$ cat src/rtl/inst_queue.sv
// DEPTH-entry instruction prefetch queue feeding a registered decode instruction.
// Optional bypass of an empty queue is enabled with `define INST_QUEUE_BYPASS_EN.

`ifndef INST_MEM
`define INST_MEM 2'b00
`endif
`ifndef INST_OLD
`define INST_OLD 2'b01
`endif
`ifndef INST_NOP
`define INST_NOP 2'b10
`endif

module inst_queue #(
    parameter int              XLEN     = 32,
    parameter int              DEPTH    = 4,
    parameter logic [XLEN-1:0] NOP_WORD = 32'h00000013
) (
    input  logic                       clk,
    input  logic                       rst,
    input  logic [XLEN-1:0]            rdata,
    input  logic                       rvalid,
    output logic                       rready,
    input  logic [1:0]                 inst_sel,
    input  logic                       flush,
    output logic [XLEN-1:0]            inst,
    output logic                       inst_valid,
    output logic [$clog2(DEPTH):0]     count
);

    localparam int AW = $clog2(DEPTH);
    localparam int CW = AW + 1;

    logic [XLEN-1:0] mem [DEPTH];
    logic [AW-1:0]   wr_ptr;
    logic [AW-1:0]   rd_ptr;
    logic            sel_mem;
    logic            sel_old;
    logic            empty;
    logic            bypass;
    logic            pop;
    logic            push;

    assign rready  = (count < CW'(DEPTH));
    assign sel_mem = (inst_sel == `INST_MEM);
    assign sel_old = (inst_sel == `INST_OLD);
    assign empty   = (count == '0);

`ifdef INST_QUEUE_BYPASS_EN
    assign bypass = sel_mem && empty && rvalid && !flush;
`else
    assign bypass = 1'b0;
`endif

    // A word offered while full is dropped; a bypassed word never enters storage.
    assign pop  = sel_mem && !empty && !flush;
    assign push = rvalid && rready && !flush && !bypass;

    always_ff @(posedge clk) begin
        if (push) begin
            mem[wr_ptr] <= rdata;
        end
    end

    always_ff @(posedge clk or posedge rst) begin
        if (rst) begin
            wr_ptr     <= '0;
            rd_ptr     <= '0;
            count      <= '0;
            inst       <= NOP_WORD;
            inst_valid <= 1'b0;
        end else if (flush) begin
            wr_ptr     <= '0;
            rd_ptr     <= '0;
            count      <= '0;
            inst       <= NOP_WORD;
            inst_valid <= 1'b0;
        end else begin
            if (push) begin
                wr_ptr <= wr_ptr + 1'b1;
            end
            if (pop) begin
                rd_ptr <= rd_ptr + 1'b1;
            end
            case ({push, pop})
                2'b10:   count <= count + 1'b1;
                2'b01:   count <= count - 1'b1;
                default: count <= count;
            endcase

            if (pop) begin
                inst       <= mem[rd_ptr];
                inst_valid <= 1'b1;
            end else if (bypass) begin
                inst       <= rdata;
                inst_valid <= 1'b1;
            end else if (!sel_old) begin
                // Empty INST_MEM, INST_NOP and unused encodings all issue a bubble.
                inst       <= NOP_WORD;
                inst_valid <= 1'b0;
            end
        end
    end

endmodule

$ cat config.mk
export PLATFORM = sky130hd
export DESIGN_NAME = inst_queue
export DESIGN_NICKNAME = d
export VERILOG_FILES = /design/src/rtl/inst_queue.sv
export SDC_FILE = /design/constraint.sdc
export NUM_CORES = 1
export LEC_CHECK = 0
export ABC_AREA = 1
export ABC_CLOCK_PERIOD_IN_PS = 3180
export BUFFER_PORTS_ARGS = -buffer_cell sky130_fd_sc_hd__buf_2
export CORE_MARGIN = 10
export CORE_UTILIZATION = 45
export CTS_CLUSTER_SIZE = 14
export DETAILED_ROUTE_END_ITERATION = 16
export PLACE_DENSITY = 0.68
export SETUP_SLACK_MARGIN = 0.2
export SYNTH_ARGS = -nofsm -noshare
export SYNTH_HDL_FRONTEND = slang
export SYNTH_SLANG_ARGS = --single-unit
export TNS_END_PERCENT = 1
$ cat constraint.sdc
create_clock -name clk -period 3.18 [get_ports clk]
set_clock_uncertainty 0.05 [all_clocks]
set_input_delay 0.477 -clock clk [delete_from_list [all_inputs] [get_ports clk]]
set_output_delay 0.477 -clock clk [all_outputs]
set_load 0.05 [all_outputs]
==> results of run 1 <==
## metal layers
layer | share of wire (%) | global-route usage (%) | wire length (um)
met5 | 0.092 | 0 | 13
met4 | 1.6 | 6.36 | 222
met3 | 4.8 | 3.90 | 684
met2 | 51 | 24.2 | 7230
met1 | 42 | 17.4 | 5990
## worst max-delay path, stage by stage (launching register included)
cell     delay, ns
dfrtp_1       0.43
nor3_1        0.33
inv_1         0.25
nor2_4        0.62
buf_4         0.29
## power by group
part	switching, W	total [W]	internal [W]	leakage, nW
clock network	0.000837	0.00212	0.00129	0.300
logic	0.000651	0.000850	0.000199	1.32
registers	0.0000672	0.00261	0.00254	1.70
total	0.00156	0.00558	0.00403	3.32
## worst paths after layout
check	start	to	slack, ns	cells past startpoint
max	count[2]$_DFFE_PP0P_	mem[1][19]$_DFFE_PP_	0.90	4
min	rst	count[0]$_DFFE_PP0P_	0.20	2
max reg2reg	count[2]$_DFFE_PP0P_	mem[1][19]$_DFFE_PP_	0.90	4
min reg2reg	inst[31]$_DFFE_PP0P_	inst[31]$_DFFE_PP0P_	0.42	2
max in group asynchronous	rst	rd_ptr[0]$_DFFE_PP0P_	2.27	2
min in group clk	rdata[16]	mem[0][16]$_DFFE_PP_	0.22	1
## through the flow
step	total power [W]	cells
CTS	0.00564	811
finish	0.00558	811
global route	0.00582	811
floorplan	0.00326	536
global placement	0.00349	779
detailed placement	0.00352	779
## synth_stat cells (all sizes together)
library cell,count
dfstp,3
nand4,1
fa,1
nor2,12
inv,50
nand2,129
o21ai,40
o22a,3
nand3,64
buf,15
dfrtp,37
ha,4
o22ai,3
a21oi,33
nor3,3
edfxtp,128
clkbuf,10
## cells by family after synthesis
kind of cell             count (synthesis)
flip-flops                             168
buffers and inverters                   75
AO/OA/AOI/OAI                           79
AND/OR/NAND/NOR                        209
adder cells (fa/ha/maj)                  5
## sequential cells by signal, summed over array words and instances (netlist names)
name	flops
count	3
wr_ptr	2
rd_ptr	2
mem	128
inst	32
inst_valid	1
## area by class of cell
type                       count  area (um^2)
clock buffer                  19          453
clock inverter                13          168
fill                        1225         6620
inverter                      50          188
multi-input combinational    293         1470
timing repair buffer          84          445
sequential                   168         4850
tap                          184          230
==> results.toml, run 1 <==
[run_status]
status = "finished clean"

[clock_network]
cts_setup_buffers = 0
cts_hold_buffers = 0
cts_buffers = 17
htreeDepth = 4
clockRootBuffer = "clkbuf_16"
cts.sinks = 168
cts_tree = "yes"
clock_path_buffers = 2
clock_latency_ns = 0.42
cts.clk_slew.worst_paths_ns = 0.06
cts_resized = 0

[power]
powerDensity_nw_per_um2 = 715
power.leakage_nw = 3.32
peakVddDrop_mv = 0.394

[routing]
drc = 0
via_per_inst = 5.11
dr.pass1.iters = 4
wl_um = 14100
routedWlPerCell_um = 17.4
ant_nets = 0
vias = 4144
first_iter_violations = 388

[setup_path]
crit_type = "reg -> reg"
cp.required_ns = 3.25
end_kind = "flop"
cp.arrival_ns = 2.35
crit_fanout = 21
startpoint_type = "flop"

[timing]
fmax_mhz = 440
maxSlewViolCount = 0
hold_viol_final = 0
hold_ws_ns = 0.196
worstMarginPinSlew_ns = 0.895
setup_ws_ns = 0.905
setup_viol = 0
rsz0062_at_grt = "no"
tns_ns = 0
fin_crit_sh_pct = 71.5
slew_headroom_pct = 40.2
fin_crit_ns = 2.28

[synth]
syn-cell-area_um2 = 6600
synth_area_leaders = "edfxtp_1 (58%), dfrtp_1 (14%), nand2_1 (7.3%), nand3_1 (3.9%), inv_1 (2.4%)"
synth-adder-area-share_pct = 1.06
synth_compound_area_share_pct = 6.33
yosysWarningCount = 0
muxShareOfSynthArea_pct = 0
synthXorXnorAreaFrac_pct = 0
ys_seq_elements = 168
yosysTopAreaCell = "edfxtp_1"
synth_nets = 579
postSynthAreaPerCell_um2 = 12.3
synthDistinctLibCells = 26
synth-seq-area-share_pct = 73.5
synth_top_family_by_area = "simple AND/OR/NAND/NOR gates"
synth_top_area_share_pct = 58.2
synth-simple-area-share_pct = 14.3
syn_inst = 536

[floorplan]
start_util_pct = 45.7
design.die.area_um2 = 19900
core-area_um2 = 14400
chipHeight_um = 141
io_pins = 75
fp-row-count = 44
die_w_um = 141

[grt]
grt_max_degree = 95
antenna_found_initial = 1
grt_pass1_vias = 4360
grt_usage_pct = 14.6
grt_remaining_overflow = 0
grt_pass1_wl_um = 23000

[cells_and_area]
mostFrequentLayoutCells = "nand2_1 (129), edfxtp_1 (128), buf_2 (74)"
layout_commonest_cell = "nand2_1"
drive_above_1_share_pct = 23.6
n_antenna_cell = 0
final_area_um2 = 7800
fin_nets = 657
area_growth_pct = 18.3
fin_util_pct = 54.1

[placement]
placed_area_um2 = 7180
pre_cts_ws_ns = 0.647
gp_congestion = 0.817
hpwl_um = 8920
io_buffers = 74

[job]
cap_violations = 0

[min_path]
hp-class = "in -> async"
Note: power is estimated with default switching activity, not from simulation.
==> run 2: changes to the inputs <==
- ABC_CLOCK_PERIOD_IN_PS: 3180 -> 2250
- clock period: 3.18 -> 2.25 ns (I/O delays scaled with it)
==> run 2 against run 1 <==
Flip-flop and latch count did not move; via count rose by 1.6%; routed wire length is 2.5% lower; utilization increased by 0.55 points; final area is 1.0% higher; critical path type unchanged; largest power group unchanged.
==> results.toml, run 2 (synthesis results as in run 1) <==
[run_status]
status = "finished clean"

[setup_path]
end_kind = "flop"
reg2reg_slack_ns = 0.49
startpoint_type = "flop"
crit_type = "reg -> reg"
crit_family = "buffers and inverters"
crit_buf_inv = 2
crit_chain = "nor3_1, inv_1, nor2_4, buf_4"
cp.arrival_ns = 1.81
max_stage_delay_ns = 0.43
critPathSlowestCell = "dfrtp_1"
cp.required_ns = 2.30
crit_fanout = 17

[power]
sw_frac_of_total_pct = 27.2
netSwitchingPower_w = 0.00216
finalPower_w = 0.00794
peakVddDrop_mv = 0.786
power.leakage_nw = 3.35
sequentialPowerShare_pct = 46.4
powerDensity_nw_per_um2 = 1010
p_int_w = 0.00578
clkPwrFrac_pct = 37.9
pwr-share-comb_pct = 15.6

[timing]
fin_crit_ns = 1.76
fmax_mhz = 568
worstMarginPinSlew_ns = 0.617
slew_headroom_pct = 58.8
maxSlewViolCount = 0
rsz0062_at_grt = "no"
hold_viol_final = 0
fin_crit_sh_pct = 78.2
setup_viol = 0

[cells_and_area]
drive_above_1_share_pct = 23.4
regMostFlops = "mem"
fin_nets = 659
mostFrequentLayoutCells = "nand2_1 (129), edfxtp_1 (128), buf_2 (74)"
area_growth_pct = 19.5
layout_commonest_cell = "nand2_1"
final_area_um2 = 7880
fill_cells = 1197
top_regs = "mem (128), inst (32), count (3)"
fin_util_pct = 54.6
n_antenna_cell = 0
largest_register_ffs = 128

[grt]
grt_usage_pct = 14.2
antenna_found_initial = 0
grt_pass1_wl_um = 22200
grt_pass1_vias = 4280
grt_max_degree = 95
grt_remaining_overflow = 0

[clock_network]
cts.clk_slew.worst_paths_ns = 0.06
clock_latency_ns = 0.42
cts_setup_buffers = 0
cts.sinks = 168
cts_buffers = 17
clock_path_buffers = 2
htreeDepth = 4
clockRootBuffer = "clkbuf_16"
cts_tree = "yes"

[placement]
placed_area_um2 = 7250
hpwl_um = 8830
gp_congestion = 0.780
io_buffers = 74

[routing]
wl_um = 13800
met2_length_um = 7080
ant_nets = 0
top_layer = "met4"
via_per_inst = 5.18
dr.pass1.iters = 4
drc = 0
first_iter_violations = 342
vias = 4211
routedWlPerCell_um = 17.0
drt-met1-wl_um = 5790
route.met3.wl_um = 704

[floorplan]
die_w_um = 141
core-area_um2 = 14400
fp-row-count = 44
start_util_pct = 45.7
chipHeight_um = 141
io_pins = 75
design.die.area_um2 = 19900

[min_path]
hp-class = "in -> reg"

[job]
cap_violations = 0
-- run 2: path summary, 6_finish.rpt --
path,from,to,depth (start not counted)
min reg2reg,inst[18]$_DFFE_PP0P_,inst[18]$_DFFE_PP0P_,2
max in group asynchronous,rst,inst[29]$_DFFE_PP0P_,4
min,rdata[3],mem[2][3]$_DFFE_PP_,1
max reg2reg,count[2]$_DFFE_PP0P_,mem[2][11]$_DFFE_PP_,4
min in group asynchronous,rst,count[0]$_DFFE_PP0P_,3
max,count[2]$_DFFE_PP0P_,mem[2][11]$_DFFE_PP_,4
-- run 2: repair_timing --
item | 4_1_cts | 5_1_grt
hold buffers | 1 | 0
gates resized for setup | 0 | 0
hold endpoints to repair | 24 | 0
-- run 2: area by class of cell --
cell class / count / area (um^2) / share of cell area (%)
timing repair buffer: 86 / 526 / 6.67
clock inverter: 14 / 180 / 2.29
tap: 184 / 230 / 2.92
multi-input combinational: 293 / 1470 / 18.7
clock buffer: 18 / 439 / 5.57
inverter: 50 / 188 / 2.38
sequential: 168 / 4850 / 61.5
-- run 2: power by group through the flow --
stage	clock network (W)	registers [W]	logic, W
floorplan	0	0.00399	0.000624
global placement	0	0.00374	0.00122
detailed placement	0	0.00375	0.00125
CTS	0.00306	0.00369	0.00126
global route	0.00321	0.00371	0.00137
finish	0.00301	0.00369	0.00124
-- run 2: routing by layer --
layer	vias up	global-route usage (%)
li1	2002	-
met4	0	6.90
met5	-	0
met2	106	23.2
met1	2091	16.8
met3	12	4.00
-- run 2: worst register-to-register path, stage by stage (launching register included) --
cell	delay [ns]
dfrtp_1	0.43
nor3_1	0.31
inv_1	0.25
nor2_4	0.14
buf_4	0.27
-- run 2: metrics by stage --
| step | TNS (ns) | std cells | hold slack (ns) | worst slack (ns) |
|---|---|---|---|---|
| after detailed placement | 0 | 780 | 0.407 | 0.387 |
| after global routing | 0 | 813 | 0.0716 | 0.307 |
| final | 0 | 813 | 0.0863 | 0.490 |
| after CTS | 0 | 813 | 0.0666 | 0.474 |
| after global placement | 0 | 780 | 0.395 | 0.364 |
| after floorplan | -17.60 | 536 | 0.361 | -0.137 |
==> run 3: changes to the inputs <==
- ABC_AREA: 1 -> 0
- ABC_CLOCK_PERIOD_IN_PS: 2250 -> 1500
- PLACE_DENSITY: 0.68 -> 0.71
- clock period: 2.25 -> 1.5 ns (I/O delays scaled with it)
==> run 3 against run 2 <==
The flow now finishes with violations (setup timing); die area is 3.0% lower; largest power group unchanged; final cell count shrank 19%; sequential power up 42%; total power rose by 43%; final area increased by 11%; register-to-register slack got worse by 0.69 ns; combinational power shrank 5%; largest cell class unchanged; critical path depth increased by 2.
==> results.toml, run 3 <==
[synth]
synth-seq-area-share_pct = 76.1
syn-cell-area_um2 = 6370
synth_nets = 350
synthTopCellsByCount = "edfxtp_1 (128), dfrtp_1 (37), a22o_1 (29)"
postSynthAreaPerCell_um2 = 20.7
syn_inst = 307
synthArstFlopShare_pct = 23.8
synth_edf_count = 128
synth_area_leaders = "edfxtp_1 (60%), dfrtp_1 (15%), mux4_2 (9.5%), a22o_1 (4.0%), mux4_1 (2.1%)"
synth_top_flop_cell = "edfxtp_1"
synth_top_area_share_pct = 60.3
yosysWarningCount = 0
synth_most_common_cell = "edfxtp_1"
ys_seq_elements = 168
synthDistinctLibCells = 37
yosysTopAreaCell = "edfxtp_1"

[grt]
grt_pass1_wl_um = 21800
grt_pass1_vias = 3898
grt_remaining_overflow = 0
grt_usage_pct = 14.6
grt_max_degree = 24
antenna_found_initial = 1

[setup_path]
cp.arrival_ns = 1.99
reg2reg_to = "count[2]$_DFFE_PP0P_"
end_kind = "flop"
r2r_cells = 6
reg2reg_slack_ns = -0.20
cp.required_ns = 1.79
r2r-start = "count[1]$_DFFE_PP0P_"
crit_type = "reg -> reg"
crit_fanout = 3
startpoint_type = "flop"

[floorplan]
core-area_um2 = 13900
start_util_pct = 45.9
design.die.area_um2 = 19300
chipHeight_um = 139
io_pins = 75
fp-row-count = 43
die_w_um = 139

[power]
powerDensity_nw_per_um2 = 1300
power.leakage_nw = 3.26
peakVddDrop_mv = 0.909
finalPower_w = 0.0113

[routing]
vias = 3488
wl_um = 13400
via_per_inst = 5.33
first_iter_violations = 206
dr.pass1.iters = 4
ant_nets = 0
routedWlPerCell_um = 20.4
drc = 0

[cells_and_area]
top_regs = "mem (128), inst (32), count (3)"
largest_register_ffs = 128
drive_above_1_share_pct = 43.0
fin_nets = 504
fill_cells = 948
area_growth_pct = 37.0
instances_no_fill = 655
layout_commonest_cell = "edfxtp_1"
fin_util_pct = 62.9
mostFrequentLayoutCells = "edfxtp_1 (128), buf_6 (39), buf_2 (37)"
regMostFlops = "mem"

[clock_network]
clockRootBuffer = "clkbuf_16"
clock_latency_ns = 0.42
cts.clk_slew.worst_paths_ns = 0.06
cts_buffers = 17
cts_setup_buffers = 0
cts.sinks = 168
cts_tree = "yes"
clock_path_buffers = 2
htreeDepth = 4

[run_status]
status = "finished, violations left"
violations = "setup timing"

[timing]
maxSlewViolCount = 0
worstMarginPinSlew_ns = 0.458
rsz0062_at_grt = "yes"
fin_crit_sh_pct = 113
slew_headroom_pct = 69.4
hold_viol_final = 0
fin_crit_ns = 1.70
fmax_mhz = 588
setup_ws_ns = -0.200
setup_viol = 120
tns_ns = -2.73

[job]
cap_violations = 0

[placement]
gp_congestion = 0.797
io_buffers = 74
hpwl_um = 8980
place_inst = 589

[min_path]
whs_path_depth = 3
hp-class = "in -> reg"
holdPathEnd = "wr_ptr[0]$_DFFE_PP0P_"
hold_start = "flush"
run 3: cell type report:
cell class | instances | area (um^2) | share of cell area [%]
antenna | 1 | 2.50 | 0.0287
timing repair buffer | 152 | 1490 | 17.1
tap | 180 | 225 | 2.58
multi-input combinational | 117 | 1460 | 16.7
clock buffer | 18 | 429 | 4.92
clock inverter | 14 | 246 | 2.82
inverter | 5 | 18.8 | 0.215
sequential | 168 | 4850 | 55.6
run 3: worst max path at each step:
stage | start | endpoint | slack [ns] | cells after the start
floorplan | count[2]$_DFFE_PP0P_ | count[1]$_DFFE_PP0P_ | -0.42 | 7
global placement | inst_sel[0] | count[1]$_DFFE_PP0P_ | -0.27 | 7
detailed placement | inst_sel[0] | count[1]$_DFFE_PP0P_ | -0.30 | 7
CTS | count[1]$_DFFE_PP0P_ | count[2]$_DFFE_PP0P_ | -0.20 | 6
global route | count[1]$_DFFE_PP0P_ | count[2]$_DFFE_PP0P_ | -0.35 | 6
finish | count[1]$_DFFE_PP0P_ | count[2]$_DFFE_PP0P_ | -0.20 | 6
run 3: logic make-up after synthesis:
group | Yosys count | share of synthesized area, %
AOI/OAI and AO/OA | 43 | 5.50
buffers and inverters | 22 | 2.22
muxes | 33 | 11.8
DFF | 168 | 76.1
adders and majority gates | 5 | 1.10
and+or+nand+nor | 36 | 3.28
run 3: layer usage:
layer,routed length [um],track usage [%]
met2,6860,23.1
met5,0,0
met3,933,4.49
met4,135,6.26
met1,5420,18.1
run 3: critical path, cell delays in order, from the launching register on:
cell and delay (ns):
dfrtp_2 0.42, nor3_4 0.24, nor4_4 0.07, fa_1 0.42
nor3_2 0.19, a31oi_1 0.10, a31oi_1 0.13
run 3: report_power, final:
group	internal [W]	total [W]	leakage [nW]	switching, W
clock	0.00314	0.00491	0.323	0.00177
sequential	0.00517	0.00524	1.70	0.0000712
combinational	0.000572	0.00118	1.24	0.000604
total	0.00889	0.0113	3.26	0.00245
run 3: what timing repair did:
action / in CTS / in global routing
resized for setup: 84 / 14
pin swaps: 8 / 2
hold buffers: 33 / 0
endpoints found under the setup margin: 203 / 190
hold endpoints to repair: 141 / 0
run 3: stage by stage:
step                      setup WS [ns]  instance area (um^2)  hold WS [ns]
after global routing             -0.346                  8730         0.188
after global placement           -0.272                  7410         0.213
after CTS                        -0.200                  8680         0.145
after detailed placement         -0.296                  7410         0.217
final                            -0.200                  8730         0.183
after floorplan                  -0.422                  6410         0.274
